**config.mk**
```make
export PLATFORM = sky130hd
export DESIGN_NAME = cgra_multichain_configurator
export DESIGN_NICKNAME = d
export VERILOG_FILES = /design/src/rtl/cgra_cfg_pkg.sv /design/src/rtl/cgra_cfg_crc16.sv /design/src/rtl/cgra_multichain_configurator.sv
export SDC_FILE = /design/constraint.sdc
export NUM_CORES = 2
export LEC_CHECK = 0
export CORE_MARGIN = 2
export CORE_UTILIZATION = 50
export CTS_BUF_LIST = sky130_fd_sc_hd__clkbuf_4 sky130_fd_sc_hd__clkbuf_8
export CTS_CLUSTER_SIZE = 8
export DETAILED_ROUTE_END_ITERATION = 7
export PLACE_DENSITY = 0.68
export RECOVER_POWER = 25
export REMOVE_ABC_BUFFERS = 1
export SLEW_MARGIN = 30
export SYNTH_ARGS = -nofsm -noshare
export SYNTH_HDL_FRONTEND = slang
export SYNTH_SLANG_ARGS = --single-unit
```
**constraint.sdc**
```tcl
create_clock -name clock -period 2.93 [get_ports clock]
set_input_delay 0.293 -clock clock [delete_from_list [all_inputs] [get_ports clock]]
set_output_delay 0.293 -clock clock [all_outputs]
set_load 0.005 [all_outputs]
```
**src/rtl/cgra_cfg_pkg.sv**
```systemverilog
// Shared types and constants for the multi-chain CGRA configurator.
// Used by cgra_multichain_configurator and cgra_cfg_crc16.
package cgra_cfg_pkg;

   typedef enum logic [1:0] {IDLE, SHIFT, DONE} cfg_state_e;

   localparam logic [15:0] CRC16_POLY = 16'h1021;
   localparam logic [15:0] CRC16_INIT = 16'hFFFF;

   // Index width for n entries (never zero).
   function automatic int idx_w(input int n);
      return (n > 1) ? $clog2(n) : 1;
   endfunction

   // Context ids carry one spare code point so an out-of-range request is expressible.
   function automatic int ctx_w(input int n);
      return $clog2(n + 1);
   endfunction

endpackage

```
**src/rtl/cgra_cfg_crc16.sv**
```systemverilog
// Combinational CRC-16-CCITT step over one NUM_CHAINS-bit row, chain 0 bit first.
// Instantiated by the configurator only when CGRA_CFG_CRC_EN is defined.
module cgra_cfg_crc16
   import cgra_cfg_pkg::*;
#(
   parameter int NUM_CHAINS = 4
) (
   input  logic [15:0]           crc_in,
   input  logic [NUM_CHAINS-1:0] data,
   output logic [15:0]           crc_out
);

   logic [15:0] crc_acc;

   always_comb begin
      // NOTE: blocking assignments here are intentional: each bit step feeds the next within one evaluation.
      crc_acc = crc_in;
      for (int i = 0; i < NUM_CHAINS; i++) begin
         if (crc_acc[15] ^ data[i]) crc_acc = {crc_acc[14:0], 1'b0} ^ CRC16_POLY;
         else                       crc_acc = {crc_acc[14:0], 1'b0};
      end
      crc_out = crc_acc;
   end

endmodule

```
**src/rtl/cgra_multichain_configurator.sv**
```systemverilog
// Multi-context configurator: stores NUM_CONTEXTS images and shifts one out NUM_CHAINS bits per cycle.
// Optional CRC check of the emitted image is enabled with the CGRA_CFG_CRC_EN macro.
module cgra_multichain_configurator
   import cgra_cfg_pkg::*;
#(
   parameter  int NUM_CHAINS   = 4,
   parameter  int CHAIN_BITS   = 256,
   parameter  int NUM_CONTEXTS = 2,
   localparam int CTX_W        = ctx_w(NUM_CONTEXTS),
   localparam int ADDR_W       = idx_w(CHAIN_BITS)
) (
   input  logic                  clock,
   input  logic                  reset_n,
   input  logic                  wr_valid,
   output logic                  wr_ready,
   input  logic [CTX_W-1:0]      wr_ctx,
   input  logic [ADDR_W-1:0]     wr_addr,
   input  logic [NUM_CHAINS-1:0] wr_data,
   input  logic                  start,
   input  logic [CTX_W-1:0]      start_ctx,
   input  logic                  abort,
   input  logic                  enable,
   input  logic [15:0]           crc_expected,
   output logic [NUM_CHAINS-1:0] bitstream,
   output logic                  bitstream_vld,
   output logic                  busy,
   output logic                  done,
   output logic                  cfg_error,
   output logic                  crc_fail
);

   localparam int              MEM_ROWS = NUM_CONTEXTS * CHAIN_BITS;
   localparam int              MEM_AW   = idx_w(MEM_ROWS);
   localparam logic [ADDR_W:0] LAST_POS = (ADDR_W + 1)'(CHAIN_BITS);

   logic [NUM_CHAINS-1:0] mem_q [MEM_ROWS];

   cfg_state_e            state_q, state_d;
   logic [CTX_W-1:0]      ctx_q, ctx_d;
   logic [ADDR_W:0]       pos_q, pos_d;
   logic [NUM_CHAINS-1:0] bitstream_q, bitstream_d;
   logic                  vld_q, vld_d;
   logic                  done_q, done_d;
   logic                  err_q, err_d;

   logic                  wr_ok, wr_bad, start_ok, start_bad, do_emit, do_finish;
   logic [MEM_AW-1:0]     wr_idx, rd_idx;
   logic [NUM_CHAINS-1:0] rd_row;

   assign wr_ready  = (state_q != SHIFT);
   assign wr_ok     = wr_valid && wr_ready;
   assign wr_bad    = wr_ok && (int'(wr_ctx) >= NUM_CONTEXTS);
   assign start_ok  = start && wr_ready && (int'(start_ctx) < NUM_CONTEXTS);
   assign start_bad = start && wr_ready && (int'(start_ctx) >= NUM_CONTEXTS);

   assign wr_idx = MEM_AW'(int'(wr_ctx) * CHAIN_BITS + int'(wr_addr));
   assign rd_idx = MEM_AW'(int'(ctx_q) * CHAIN_BITS + int'(pos_q[ADDR_W-1:0]));
   assign rd_row = mem_q[rd_idx];

   // NOTE: context images are plain storage without reset so they can map onto RAM.
   always_ff @(posedge clock) begin
      if (wr_ok && !wr_bad) mem_q[wr_idx] <= wr_data;
   end

   always_comb begin
      state_d     = state_q;
      ctx_d       = ctx_q;
      pos_d       = pos_q;
      bitstream_d = bitstream_q;
      vld_d       = 1'b0;
      done_d      = done_q;
      err_d       = err_q;
      do_emit     = 1'b0;
      do_finish   = 1'b0;
      unique case (state_q)
         IDLE, DONE: begin
            if (start_ok) begin
               state_d = SHIFT;
               ctx_d   = start_ctx;
               pos_d   = '0;
               done_d  = 1'b0;
               err_d   = 1'b0;
            end else if (start_bad) begin
               err_d = 1'b1;
            end
         end
         SHIFT: begin
            // Abort outranks both completion and a pending enable.
            if (abort) begin
               state_d = IDLE;
            end else if (pos_q == LAST_POS) begin
               state_d     = DONE;
               done_d      = 1'b1;
               bitstream_d = '0;
               do_finish   = 1'b1;
            end else if (enable) begin
               bitstream_d = rd_row;
               vld_d       = 1'b1;
               pos_d       = pos_q + 1'b1;
               do_emit     = 1'b1;
            end
         end
         default: state_d = IDLE;
      endcase
      if (wr_bad) err_d = 1'b1;
   end

   always_ff @(posedge clock or negedge reset_n) begin
      if (!reset_n) begin
         state_q     <= IDLE;
         ctx_q       <= '0;
         pos_q       <= '0;
         bitstream_q <= '0;
         vld_q       <= 1'b0;
         done_q      <= 1'b0;
         err_q       <= 1'b0;
      end else begin
         state_q     <= state_d;
         ctx_q       <= ctx_d;
         pos_q       <= pos_d;
         bitstream_q <= bitstream_d;
         vld_q       <= vld_d;
         done_q      <= done_d;
         err_q       <= err_d;
      end
   end

   assign bitstream     = bitstream_q;
   assign bitstream_vld = vld_q;
   assign busy          = (state_q == SHIFT);
   assign done          = done_q;
   assign cfg_error     = err_q;

`ifdef CGRA_CFG_CRC_EN
   logic [15:0] crc_q, crc_d, crc_next, crc_exp_q, crc_exp_d;
   logic        crc_fail_q, crc_fail_d;

   cgra_cfg_crc16 #(.NUM_CHAINS(NUM_CHAINS)) u_crc16 (
      .crc_in  (crc_q),
      .data    (rd_row),
      .crc_out (crc_next)
   );

   always_comb begin
      crc_d      = crc_q;
      crc_exp_d  = crc_exp_q;
      crc_fail_d = crc_fail_q;
      if (start_ok) begin
         crc_d      = CRC16_INIT;
         crc_exp_d  = crc_expected;
         crc_fail_d = 1'b0;
      end else if (do_emit) begin
         crc_d = crc_next;
      end else if (do_finish) begin
         crc_fail_d = (crc_q != crc_exp_q);
      end
   end

   always_ff @(posedge clock or negedge reset_n) begin
      if (!reset_n) begin
         crc_q      <= CRC16_INIT;
         crc_exp_q  <= '0;
         crc_fail_q <= 1'b0;
      end else begin
         crc_q      <= crc_d;
         crc_exp_q  <= crc_exp_d;
         crc_fail_q <= crc_fail_d;
      end
   end

   assign crc_fail = crc_fail_q;
`else
   logic unused_crc_expected;
   assign unused_crc_expected = ^crc_expected;
   assign crc_fail            = 1'b0;
`endif

endmodule

```
==> impl_metrics.env <==
export IMPL_slew_headroom_pct=-46.8
export IMPL_fmax_mhz=322
export IMPL_arrival_ps=4040
export IMPL_ant_nets=0
export IMPL_violations="max-capacitance violations, max-slew violations, negative setup slack"
export IMPL_hold_viol_final=0
export IMPL_dp_cells=6627
export IMPL_die_h_um=409
export IMPL_grt_pass1_wl_um=331000
export IMPL_cts_tree="done"
export IMPL_fin_nets=4909
export IMPL_area_delta_synth_final_pct=17.1
export IMPL_final_period_utilization_pct=106
export IMPL_synth_edf_count=2048
export IMPL_vias=45900
export IMPL_power_mw=64.4
export IMPL_layout_common_cells="edfxtp_1, nor2_1, mux4_2"
export IMPL_rsz0062_at_grt="true"
export IMPL_viasPerCell=6.35
export IMPL_min_period_ps=3100
export IMPL_cts_root_buf="clkbuf_8"
export IMPL_ff2ff_path_depth=10
export IMPL_synthAdderAreaFrac_pct=0.0305
export IMPL_dp_slack_ps=-431
export IMPL_dieArea_mm2=0.167
export IMPL_final_common_cell="edfxtp_1"
export IMPL_crit_path_end_kind="flop"
export IMPL_gp_congestion=0.902
export IMPL_finalSetupTns_ps=-607
export IMPL_critPathLaunch="pos_q[0]"
export IMPL_peakVddDrop_v=0.000488
export IMPL_grt_antenna_before_repair=6
export IMPL_clockBufferDepth=4
export IMPL_grt_pass1_vias=45700
export IMPL_numPortBuffers=30
export IMPL_synth_top_family_by_area="multiplexers"
export IMPL_synth_xor_area_share_pct=0.0748
export IMPL_dp_hpwl_um=144000
export IMPL_instances_no_fill=7229
export IMPL_syn_area_mm2=0.0820
export IMPL_postRouteWirelength_um=233000
export IMPL_worstHoldPathType="in2reg"
export IMPL_initial_core_util_pct=50.4
export IMPL_startpoint_type="flop"
export IMPL_r2r_slack_ps=-170
export IMPL_ys_seq_area_share_pct=75.6
export IMPL_h_tree_depth=5
export IMPL_drive_above_1_share_pct=33.5
export IMPL_synth_ff_type="edfxtp_1"
export IMPL_setup_viol=4
export IMPL_drc=0
export IMPL_leakagePower_nw=30.4
export IMPL_syn_area_per_cell_um2=19.6
export IMPL_io_pins=48
export IMPL_final_max_slew_violation_count=275
export IMPL_critPathCapture="bitstream[3]"
export IMPL_ys_types=78
export IMPL_synth_compound_area_share_pct=2.27
export IMPL_rr_endpoint="bitstream[3]"
export IMPL_synth_warnings=0
export IMPL_clkTransAtPathRegs_ps=60
export IMPL_p_per_area_mw_per_mm2=670
export IMPL_tightest_slew_ps=2200
export IMPL_synth_seq_cells=2067
export IMPL_synthCells=4185
export IMPL_firstDrtPassIters=6
export IMPL_hold_ws_ps=104
export IMPL_fin_ws_ps=-175
export IMPL_grt_util_all_layers_pct=27.8
export IMPL_synthMuxAreaShare_pct=15.4
export IMPL_grt_max_degree=132
export IMPL_rr_startpoint="pos_q[0]"
export IMPL_overflow=0
export IMPL_path_class="reg2reg"
export IMPL_first_iter_violations=7500
export IMPL_max_cap_viol_count=4
export IMPL_insertion_delay_ps=1050
export IMPL_fp_dieW_um=409
export IMPL_wl_per_cell_um=32.3
export IMPL_rows=148
export IMPL_numCtsBuffers=337
export IMPL_skew_ps=65.6
export IMPL_core_area_mm2=0.163
export IMPL_required_ps=3860
export IMPL_status="complete, but fails checks"
export IMPL_crit_fanout=3
export IMPL_cts_sinks=2067
export IMPL_synthArstFlopShare_pct=0.919
export IMPL_synth_simple_area_share_pct=4.72
-- layout make-up --
cell class / instances / area, µm²
fillers: 11600 / 66800
flip-flops and latches: 2067 / 62000
multi-input cells: 1832 / 19100
repair buffers: 620 / 6160
clock buffers: 461 / 5630
well taps: 2175 / 2720
clock inverters: 60 / 315
inverters: 11 / 47.5
diodes: 3 / 7.51
-- worst min-delay path by stage --
stage	startpoint	endpoint	slack [ps]	depth (start not counted)
floorplan	reset_n	bitstream[0]	-3	0
detailed placement	state_q[1]	state_q[1]	500	1
CTS	abort	state_q[0]	10	3
finish	abort	state_q[0]	100	3
global placement	done	done	490	2
global route	abort	state_q[0]	80	3
-- metrics by stage --
step | util [%] | instance area (µm²)
global placement | 54.4 | 88600
finish | 59.0 | 96000
floorplan | - | 80500
global route | 59.0 | 96000
CTS | 58.8 | 95800
detailed placement | 54.4 | 88600
-- per-layer routing --
layer  vias up  share of wire [%]  global-route usage (%)
li1      18300                  -                       -
met5         -              0.024                       0
met2      3281                 46                    41.6
met1     23700                 37                    39.6
met4         8                4.1                    10.9
met3       540                 13                    7.10
-- state kept, by name, summed over array words and instances (netlist names) --
name           flops
mem_q           2048
pos_q              9
bitstream          4
state_q            2
bitstream_vld      1
cfg_error          1
ctx_q              1
done               1
-- kinds of logic after synthesis --
logic type	Yosys count
AOI/OAI and AO/OA	258
xor gates and xnor gates	7
adders and majority gates	2
buffers and inverters	286
DFF	2067
muxes	625
other	1
and+or+nand+nor	939
-- synthesized netlist by cell type (all sizes together) (32+ instances only) --
master	number	area share, %
o22ai	34	0.26
nor2	573	2.6
clkbuf	137	0.63
o21ai	37	0.23
mux2i	89	1.1
nand3	44	0.27
nand2	207	0.95
a21oi	32	0.20
mux4	507	14
edfxtp	2048	75
a22oi	32	0.29
buf	138	1.2
-- worst max-delay path, cell delays in order (launching register included) --
cell and delay (ps):
dfrtp_4 540, buf_12 160, buf_12 140, buf_16 140, buf_4 160, mux4_2 430
mux4_2 520, a41oi_2 290, o21ai_2 160, a2111oi_4 330, nor3_2 80
-- power breakdown --
part	total, mW	switching [mW]	internal (mW)
sequential	32.6	0.0628	32.5
combinational	8.48	4.28	4.20
clock	23.3	10.9	12.4
-- repair_timing --
action | CTS | global route
endpoints found under the setup margin | 5 | 7
hold buffers | 13 | 0
buffers inserted | 32 | 24
hold endpoints to repair | 901 | 0
resized for setup | 99 | 45
cloned | 9 | 2
pin swaps | 17 | 22
Power figures use the tool's default switching activity.
